[config.mk]
export PLATFORM = sky130hd
export DESIGN_NAME = boa_div_iter
export DESIGN_NICKNAME = d
export VERILOG_FILES = /design/src/rtl/boa_div_iter.sv
export SDC_FILE = /design/constraint.sdc
export NUM_CORES = 1
export LEC_CHECK = 0
export ABC_AREA = 1
export ABC_CLOCK_PERIOD_IN_PS = 4000
export CAP_MARGIN = 20
export CORE_AREA = 3 3 165 167
export CTS_CLUSTER_SIZE = 25
export DETAILED_ROUTE_END_ITERATION = 6
export DIE_AREA = 0 0 168 170
export GPL_TIMING_DRIVEN = 0
export PLACE_DENSITY = 0.69
export SKIP_LAST_GASP = 1
export SLEW_MARGIN = 5
export SYNTH_ARGS = -nofsm -noshare
export SYNTH_HDL_FRONTEND = slang
export SYNTH_SLANG_ARGS = --single-unit
export TNS_END_PERCENT = 100
[constraint.sdc]
create_clock -name clk -period 4 [get_ports clk]
set_input_delay 0.8 -clock clk [delete_from_list [all_inputs] [get_ports clk]]
set_output_delay 0.8 -clock clk [all_outputs]
set_load 0.005 [all_outputs]
[src/rtl/boa_div_iter.sv]
// Iterative radix-2 restoring divider, signed or unsigned, with valid/ready handshake.
// One quotient bit per cycle in CALC, sign fix-up in FIX, result held in DONE.
// Optional build macro BOA_DIV_EARLY_EXIT_EN: requests with |lhs| < |rhs| skip CALC
// and complete with quot = 0, rem = lhs on the cycle after accept.
module boa_div_iter #(
   parameter int unsigned WIDTH = 32
) (
   input  logic             clk,
   input  logic             rst,
   input  logic             u,
   input  logic [WIDTH-1:0] lhs,
   input  logic [WIDTH-1:0] rhs,
   input  logic             in_valid,
   output logic             in_ready,
   input  logic             flush,
   output logic             out_valid,
   input  logic             out_ready,
   output logic [WIDTH-1:0] quot,
   output logic [WIDTH-1:0] rem
);

   localparam int unsigned CW = $clog2(WIDTH);

   typedef enum logic [1:0] {StIdle, StCalc, StFix, StDone} state_e;

   state_e           state_q, state_d;
   logic [WIDTH-1:0] quot_q;   // dividend shifts out MSB first, quotient bits shift in
   logic [WIDTH-1:0] rem_q;
   logic [WIDTH-1:0] div_q;
   logic [CW-1:0]    cnt_q;
   logic             sq_q, sr_q;

   logic             accept;
   logic             lhs_neg, rhs_neg;
   logic [WIDTH-1:0] lhs_mag, rhs_mag;
   logic             div_zero, early, fast;
   logic [WIDTH:0]   shifted, diff;
   logic             take;

   assign accept   = in_valid && in_ready && !flush;
   assign lhs_neg  = !u && lhs[WIDTH-1];
   assign rhs_neg  = !u && rhs[WIDTH-1];
   // Most negative value maps to itself, which is the correct unsigned magnitude.
   assign lhs_mag  = lhs_neg ? -lhs : lhs;
   assign rhs_mag  = rhs_neg ? -rhs : rhs;
   assign div_zero = (rhs == '0);
`ifdef BOA_DIV_EARLY_EXIT_EN
   assign early    = !div_zero && (lhs_mag < rhs_mag);
`else
   assign early    = 1'b0;
`endif
   assign fast     = div_zero || early;

   // Restoring step on the WIDTH+1 bit partial remainder; MSB of diff set means "negative".
   assign shifted  = {rem_q, quot_q[WIDTH-1]};
   assign diff     = shifted - {1'b0, div_q};
   assign take     = !diff[WIDTH];

   assign in_ready  = (state_q == StIdle) && !rst;
   assign out_valid = (state_q == StDone);
   assign quot      = quot_q;
   assign rem       = rem_q;

   // State register.
   always_ff @(posedge clk or posedge rst) begin
      if (rst) begin
         state_q <= StIdle;
      end else begin
         state_q <= state_d;
      end
   end

   // Next-state logic; flush overrides every other transition.
   always_comb begin
      state_d = state_q;
      case (state_q)
         StIdle:  if (accept) state_d = fast ? StDone : StCalc;
         StCalc:  if (cnt_q == '0) state_d = StFix;
         StFix:   state_d = StDone;
         StDone:  if (out_ready) state_d = StIdle;
         default: state_d = StIdle;
      endcase
      if (flush) begin
         state_d = StIdle;
      end
   end

   // Datapath: operand capture, iteration and sign fix-up.
   always_ff @(posedge clk or posedge rst) begin
      if (rst) begin
         quot_q <= '0;
         rem_q  <= '0;
         div_q  <= '0;
         cnt_q  <= '0;
         sq_q   <= 1'b0;
         sr_q   <= 1'b0;
      end else if (!flush) begin
         case (state_q)
            StIdle: begin
               if (accept) begin
                  div_q <= rhs_mag;
                  cnt_q <= CW'(WIDTH - 1);
                  sq_q  <= lhs_neg ^ rhs_neg;
                  sr_q  <= lhs_neg;
                  if (fast) begin
                     // Divide by zero gives all ones; early exit gives zero.
                     quot_q <= div_zero ? '1 : '0;
                     rem_q  <= lhs;
                  end else begin
                     quot_q <= lhs_mag;
                     rem_q  <= '0;
                  end
               end
            end
            StCalc: begin
               quot_q <= {quot_q[WIDTH-2:0], take};
               rem_q  <= take ? diff[WIDTH-1:0] : shifted[WIDTH-1:0];
               if (cnt_q != '0) begin
                  cnt_q <= cnt_q - 1'b1;
               end
            end
            StFix: begin
               if (sq_q) quot_q <= -quot_q;
               if (sr_q) rem_q  <= -rem_q;
            end
            default: ;
         endcase
      end
   end

endmodule

==> metrics.md, run 1 <==
| Metric | Value |
|---|---|
| Power, Total | 10.4 mW |
| Vias in the first global route | 12500 |
| TritonCTS Buffers | 9 |
| DRC Markers | 0 |
| Io pins | 136 |
| Tcrit/Tclk final | 0.762 |
| Starting Density | 0.445 |
| Routability Congestion | 1.10 |
| Met2 Track Usage GR | 0.469 |
| Global route total overflow | 0 |
| Final WL | 47300 um |
| Sequential cell area fraction in the yosys report | 0.228 |
| Die height | 170 um |
| Fin. max-slew vios | 0 |
| Fin cells | 2489 |
| Initial antenna violation count | 0 |
| Slowest cell delay on critical path | 570 ps |
| Critical-path top delay cell | clkdlybuf4s50_1 |
| Final Util | 0.527 |
| Clock buffer depth | 2 |
| CP Max Fanout | 5 |
| Layout Nets | 2262 |
| Starting DRC count in detailed routing | 1674 |
| I/O Buffers | 135 |
| Delay-heaviest family, CP | simple AND/OR/NAND/NOR gates |
| CTS tree | done |
| Clock Pin Slew Worst Setup and Hold Paths | 80 ps |
| Kind of critical path | in2reg |
| Clock root cell | clkbuf_16 |
| Mapped Area | 11500 um2 |
| Top Usage Layer GRT | met2 |
| Hold-fix buffers, CTS | 0 |
| Max Clk Rate | 328 MHz |
| Period minus WS final | 3050 ps |
| GRT met1 Usage | 0.461 |
| Antenna diode count | 0 |
| Die footprint | 28600 um2 |
| Routed vias | 13900 |
| Final Instance Area | 13600 um2 |
| PD cells | 761 nW/um2 |
| Largest net degree at the start of global routing | 78 |
| Outcome | completed |
| CP endpoint kind | flip-flop |
| DR pass1 iterations | 6 |
| Post-synth ARST share | 1.00 |
| Worst skew pair latency | 370 ps |
| YS warnings | 0 |
| Rows | 59 |
| RSZ-0062 raised after global routing | no |
| Final hold viol count | 0 |
| Htree depth | 3 |
| Setup Buffers After CTS | 0 |
| Syn_nets | 2115 |
| Leak | 6.82 nW |
| Worst setup path startpoint | lhs[0] |
| Main synth FF type | dfrtp_1 |
| Type of the worst min-delay path | reg2reg |
| GRT Total Usage | 0.320 |
| Top-area cell type share of the netlist area | 0.228 |
| Crit start category | input port |
| Most frequent cells in the layout | 607 x nand2_1, 291 x inv_1, 234 x nor2_1, 176 x nand3_1, 135 x clkdlybuf4s50_1 |
| VDD IR-drop max | 0.357 mV |
| Commonest non-fill, non-tap cell in the layout | nand2_1 |
| Met3 usage | 0.0864 |
| EDFF count, synth | 0 |
| Number of synthesized register bits | 105 |
| CP Buf/Inv Count | 2 |
| Share of post-route cells with drive strength above 1 | 0.0478 |
| WL/cell | 19.0 um |
| Critical R2R Launch | quot[31]$_DFFE_PP0P_ |
| Slew headroom | 0.347 |
| Critical path, cell by cell | clkdlybuf4s50_1 > inv_1 > ha_1 > nand4_1 > nor2_1 > nand3_1 > nand2_1 > nand2_1 > xor2_1 > o21ai_0 > o21ai_0 |
| Synthesized instance count | 2002 |
| Synth top area cells | dfrtp_1 23%, nand2_1 20%, inv_1 9.5%, nand3_1 7.6%, nor2_1 7.6% |
| Clock sinks | 105 |
| Worst-margin pin slew | 980 ps |
| Hold Path Origin | div_q[25]$_DFFE_PP0P_ |
| Fillers | 2741 |
| CP Data Required Time | 4210 ps |
| WHS | 489 ps |
| Max Cap Violations | 0 |
| Routed vias/inst | 5.57 |
| Chip width | 168 um |
| Unique masters post-synth | 48 |
| Clock skew | 13.0 ps |
| Final ANT Viol Nets | 0 |
| Synth area leader | dfrtp_1 |
| DP Area | 13300 um2 |
| Placeable core area | 25900 um2 |
| Hpwl dp | 38100 um |
| Synth Area per Inst | 5.76 um2 |
| Critical Path AT | 3260 ps |
| Synth-to-Final Area Change | 18.3% |
| Inst Count DP | 2473 |
| Setup-failing EPs final | 0 |
| First-pass GRT wire length | 71200 um |
| Resize count post-CTS | 0 |
## path summary, 6_finish.rpt
path                                    endpoint  slack [ps]  depth (start not counted)
setup / recovery            quot[26]$_DFFE_PP0P_         950                         11
hold / removal             div_q[25]$_DFFE_PP0P_         490                          2
min in group asynchronous   cnt_q[2]$_DFFE_PP0P_         790                          2
setup reg to reg             rem[22]$_DFFE_PP0P_         960                         20
max in group asynchronous    rem[20]$_DFFE_PP0P_        2520                          3
hold reg to reg            div_q[25]$_DFFE_PP0P_         490                          2
## worst reg2reg max path, cell delays in order, from the launching register on
cell     delay (ps)
dfrtp_1         370
inv_1           110
ha_1            240
fa_1            410
inv_1            70
nand3_1          60
nand2_1         150
nand2_1          70
nand2_1         130
nand2_1          80
nand2_2         110
nand2_1         110
nand2_1         100
nand2_1          60
nand2_2         170
buf_4           250
nand3_1         180
nand2_1         120
nand2_1          50
nand2_1          60
nand2_1          50
## state kept, by name, summed over array words and instances, names as in the netlist
name     count
sq_q         1
cnt_q        5
state_q      2
rem         32
quot        32
div_q       32
sr_q         1
## final cells by class
| cell class | instances | area [um2] | share of cell area |
|---|---|---|---|
| buffer | 55 | 260 | 0.0191 |
| clock inverter | 6 | 73.8 | 0.00541 |
| inverter | 308 | 1160 | 0.0851 |
| tap | 335 | 419 | 0.0307 |
| sequential | 105 | 2630 | 0.193 |
| timing repair buffer | 136 | 1380 | 0.101 |
| multi-input combinational | 1534 | 7490 | 0.549 |
| clock buffer | 10 | 239 | 0.0175 |
## metal layers
metal	share of wire	up-vias
met5	0.0018	-
met4	0.029	2
met3	0.11	90
met2	0.41	722
met1	0.45	6383
li1	-	6658
## cell families (layout without fill, tap and decap cells)
logic type      after synthesis  in the layout  share of synthesized area
xor+xnor                     55             55                     0.0418
compound gates              292            292                      0.137
flops                       105            105                      0.228
fa+ha+maj                    43             43                     0.0473
buf+inv                     363            515                      0.123
simple gates               1144           1144                      0.423
## report_power, final
group	internal (mW)	switching (mW)
Sequential	1.49	0.504
Clock	0.513	0.481
Combinational	2.42	4.99
## synthesized netlist by cell type, types with 5 or more instances
library cell,count
xor2_1,34
nand4_1,28
nor3_2,5
nor2_1,234
o21ai_1,21
ha_1,42
dfrtp_1,105
nand3b_1,5
nor4_1,5
xnor2_1,21
a31oi_1,8
nand2_1,607
clkbuf_1,36
o21ai_0,127
buf_2,7
inv_1,292
o21bai_1,10
o211ai_1,19
inv_2,12
nor3_1,27
nand3_1,176
nor2_2,35
a21oi_1,93
## metrics by stage
| stage | setup WS [ps] | setup TNS [ps] |
|---|---|---|
| after floorplan | 439 | 0 |
| after global placement | -1430 | -149440 |
| after detailed placement | 716 | 0 |
| after CTS | 959 | 0 |
| after global routing | 670 | 0 |
| final | 953 | 0 |
Power figures use the tool's default switching activity.
==> run 2, diff against run 1 <==
--- a/config.mk
+++ b/config.mk
@@ -6,14 +6,14 @@
 export NUM_CORES = 1
 export LEC_CHECK = 0
 export ABC_AREA = 1
-export ABC_CLOCK_PERIOD_IN_PS = 4000
+export ABC_CLOCK_PERIOD_IN_PS = 2700
 export CAP_MARGIN = 20
 export CORE_AREA = 3 3 165 167
 export CTS_CLUSTER_SIZE = 25
 export DETAILED_ROUTE_END_ITERATION = 6
 export DIE_AREA = 0 0 168 170
 export GPL_TIMING_DRIVEN = 0
-export PLACE_DENSITY = 0.69
+export PLACE_DENSITY = 0.71
 export SKIP_LAST_GASP = 1
 export SLEW_MARGIN = 5
 export SYNTH_ARGS = -nofsm -noshare
==> constraint.sdc (replaced) <==
create_clock -name clk -period 2.7 [get_ports clk]
set_input_delay 0.54 -clock clk [delete_from_list [all_inputs] [get_ports clk]]
set_output_delay 0.54 -clock clk [all_outputs]
set_load 0.005 [all_outputs]
==> run 2 against run 1 <==
  * Register-to-register slack got worse by 870 ps
  * Clock skew rose by 10 ps
  * Hold slack barely moved
  * Clock power rose by 45%
  * Sequential share of layout area fell by 0.65 points
  * Critical path depth rose by 1
  * Routed wire length rose by 3.0%
  * Setup slack got worse by 880 ps
  * Non-clock buffer count rose by 19
==> metrics.md, run 2 (synthesis results as in run 1) <==
| Metric | Value |
|---|---|
| Leak | 7.01 nW (+2.8%) |
| PD cells | 1150 nW/um2 (+51%) |
| Clock root cell | clkbuf_16 |
| Vias in the first global route | 12400 (-0.52%) |
| Worst skew pair latency | 380 ps (about the same) |
| Initial antenna violation count | 0 (unchanged) |
| Rows | 59 (unchanged) |
| Layout Nets | 2281 (+0.84%) |
| Max Clk Rate | 381 MHz |
| TritonCTS Buffers | 9 (unchanged) |
| Critical-path top delay cell | clkdlybuf4s50_1 |
| DR pass1 iterations | 6 (unchanged) |
| Io pins | 136 (unchanged) |
| Period minus WS final | 2620 ps |
| WL/cell | 19.4 um (+2.2%) |
| Commonest non-fill, non-tap cell in the layout | nand2_1 |
| Final WL | 48700 um (+3.0%) |
| Sw Pwr | 9.30 mW (+56%) |
| Largest net degree at the start of global routing | 40 (-49%) |
| Cell internal pwr | 7.04 mW (+59%) |
| Synth-to-Final Area Change | 23.2% |
| Antenna diode count | 0 (unchanged) |
| Worst-margin pin slew | 957 ps (-22.4 ps) |
| Tcrit/Tclk final | 0.972 |
| Comb power frac | 0.729 (+0.016) |
| Crit start category | input port |
| Starting Density | 0.445 (unchanged) |
| Slew headroom | 0.356 (+0.00906) |
| Global route total overflow | 0 (unchanged) |
| Power, Total | 16.3 mW (+57%) |
| Type of the worst min-delay path | reg2reg |
| Clock Pin Slew Worst Setup and Hold Paths | 80 ps (about the same) |
| Critical Path AT | 2880 ps (-380 ps) |
| Hold-fix buffers, CTS | 0 (unchanged) |
| Clock buffer depth | 2 (unchanged) |
| Clock sinks | 105 (unchanged) |
| First-pass GRT wire length | 72800 um (+2.3%) |
| Die height | 170 um (unchanged) |
| Reg2reg setup slack | 90 ps (-870 ps) |
| Share of post-route cells with drive strength above 1 | 0.0934 (+0.0456) |
| Final ANT Viol Nets | 0 (unchanged) |
| Clock skew | 23.4 ps (+10.5 ps) |
| Routed vias | 13900 (+0.50%) |
| DRC Markers | 0 (unchanged) |
| Htree depth | 3 (unchanged) |
| Final Util | 0.549 (+0.0218) |
| Hpwl dp | 39100 um (+2.7%) |
| Sw Share | 0.569 (-0.00542) |
| Setup-failing EPs final | 0 (unchanged) |
| VDD IR-drop max | 0.516 mV (+45%) |
| Delay-heaviest family, CP | simple AND/OR/NAND/NOR gates |
| Kind of critical path | in2reg |
| I/O Buffers | 135 (unchanged) |
| Die footprint | 28600 um2 (unchanged) |
| Most frequent cells in the layout | 596 x nand2_1, 288 x inv_1, 223 x nor2_1, 164 x nand3_1, 135 x clkdlybuf4s50_1 |
| Outcome | completed |
| Fin. max-slew vios | 0 (unchanged) |
| GRT Total Usage | 0.329 (+0.00930) |
| Max Cap Violations | 0 (unchanged) |
| Slowest cell delay on critical path | 550 ps (-20 ps) |
| RSZ-0062 raised after global routing | yes |
| CP Buf/Inv Count | 2 (unchanged) |
| Chip width | 168 um (unchanged) |
| Sequential share of power | 0.182 (-0.010) |
| CP Max Fanout | 5 (unchanged) |
| Clock power share | 0.088 (-0.008) |
| Placeable core area | 25900 um2 (unchanged) |
| Routability Congestion | 1.02 (-6.6%) |
| CP endpoint kind | flip-flop |
| Routed vias/inst | 5.55 (-0.26%) |
| Starting DRC count in detailed routing | 1684 (+0.60%) |
| CTS tree | done |
| CP Data Required Time | 2960 ps (-1250 ps) |
| Final hold viol count | 0 (unchanged) |
| Critical path, cell by cell | clkdlybuf4s50_1 > inv_1 > ha_1 > nand4_1 > nor2_4 > nand3_1 > nand2_1 > nand3_1 > xnor2_1 > nand2_1 > nand3_1 > nand2_1 |
## run 2: cell count changes in the layout (fill, tap and decap cells not counted), sizes merged
cell | previous run | this run
buf | 20 | 36
bufinv | 1 | 0
clkbuf | 46 | 49
clkinvlp | 2 | 3
## run 2: final cells by class
class | count | area [um2]
Buffer | 54 | 302
Clock buffer | 10 | 239
Clock inverter | 6 | 60.1
Fill cell | 2709 | 11700
Inverter | 308 | 1160
Multi-Input combinational cell | 1534 | 7780
Sequential cell | 105 | 2640
Tap cell | 335 | 419
Timing Repair Buffer | 156 | 1610
## run 2: power by group through the flow
stage / logic [mW] / registers [mW] / clock network [mW]
floorplan: 7.04 / 2.74 / 0
global placement: 10.6 / 2.94 / 0
detailed placement: 10.7 / 2.96 / 0
CTS: 10.9 / 2.93 / 1.44
global route: 13.1 / 3.06 / 1.50
finish: 11.9 / 2.98 / 1.44
## run 2: path summary, 6_finish.rpt
kind	from	endpoint	cells past startpoint
setup / recovery	lhs[0]	quot[28]$_DFFE_PP0P_	12
hold / removal	div_q[10]$_DFFE_PP0P_	div_q[10]$_DFFE_PP0P_	2
setup reg to reg	quot[31]$_DFFE_PP0P_	rem[24]$_DFFE_PP0P_	20
hold reg to reg	div_q[10]$_DFFE_PP0P_	div_q[10]$_DFFE_PP0P_	2
max in group asynchronous	rst	rem[22]$_DFFE_PP0P_	3
min in group asynchronous	rst	quot[31]$_DFFE_PP0P_	2
## run 2: per-layer routing
layer / up-vias / global-route usage / wire, um
li1: 6717 / - / -
met3: 69 / 0.0674 / 5050
met1: 6444 / 0.495 / 22500
met4: 0 / 0.0701 / 933
met2: 694 / 0.487 / 20200
met5: - / 0 / 0
## run 2: what timing repair did
| action | 4_1_cts | 5_1_grt |
|---|---|---|
| pin swaps | 2 | 10 |
| setup buffers | 3 | 11 |
| gates cloned | 1 | 4 |
| endpoints found under the setup margin | 40 | 65 |
| resized for setup | 18 | 99 |
## run 2: worst register-to-register path, stage by stage, from the launching register on
cell     delay (ps)
dfrtp_1         380
inv_2            80
ha_4            170
fa_2            360
inv_1            60
nand3_1          80
nand2_2         100
nand2_1          70
nand2_2          80
nand2_1          70
nand2_2         140
nand2_4          90
nand2_4          90
nand2_4          70
nand2_8         140
buf_8           150
nand3_2          80
nand3_2          80
nand2_1          90
nand2_1          60
nand2_1          50
## run 2: metrics by stage
step	setup WS (ps)	std cells	hold WS, ps	instance area (um2)	TNS, ps
floorplan	309	2002	451	11500	0
detailed placement	-336	2474	474	13300	-13860
global placement	-343	2472	468	13300	-44280
global route	-31.5	2508	519	14200	-184
finish	76.8	2508	489	14200	0
CTS	1.16	2493	494	13700	0
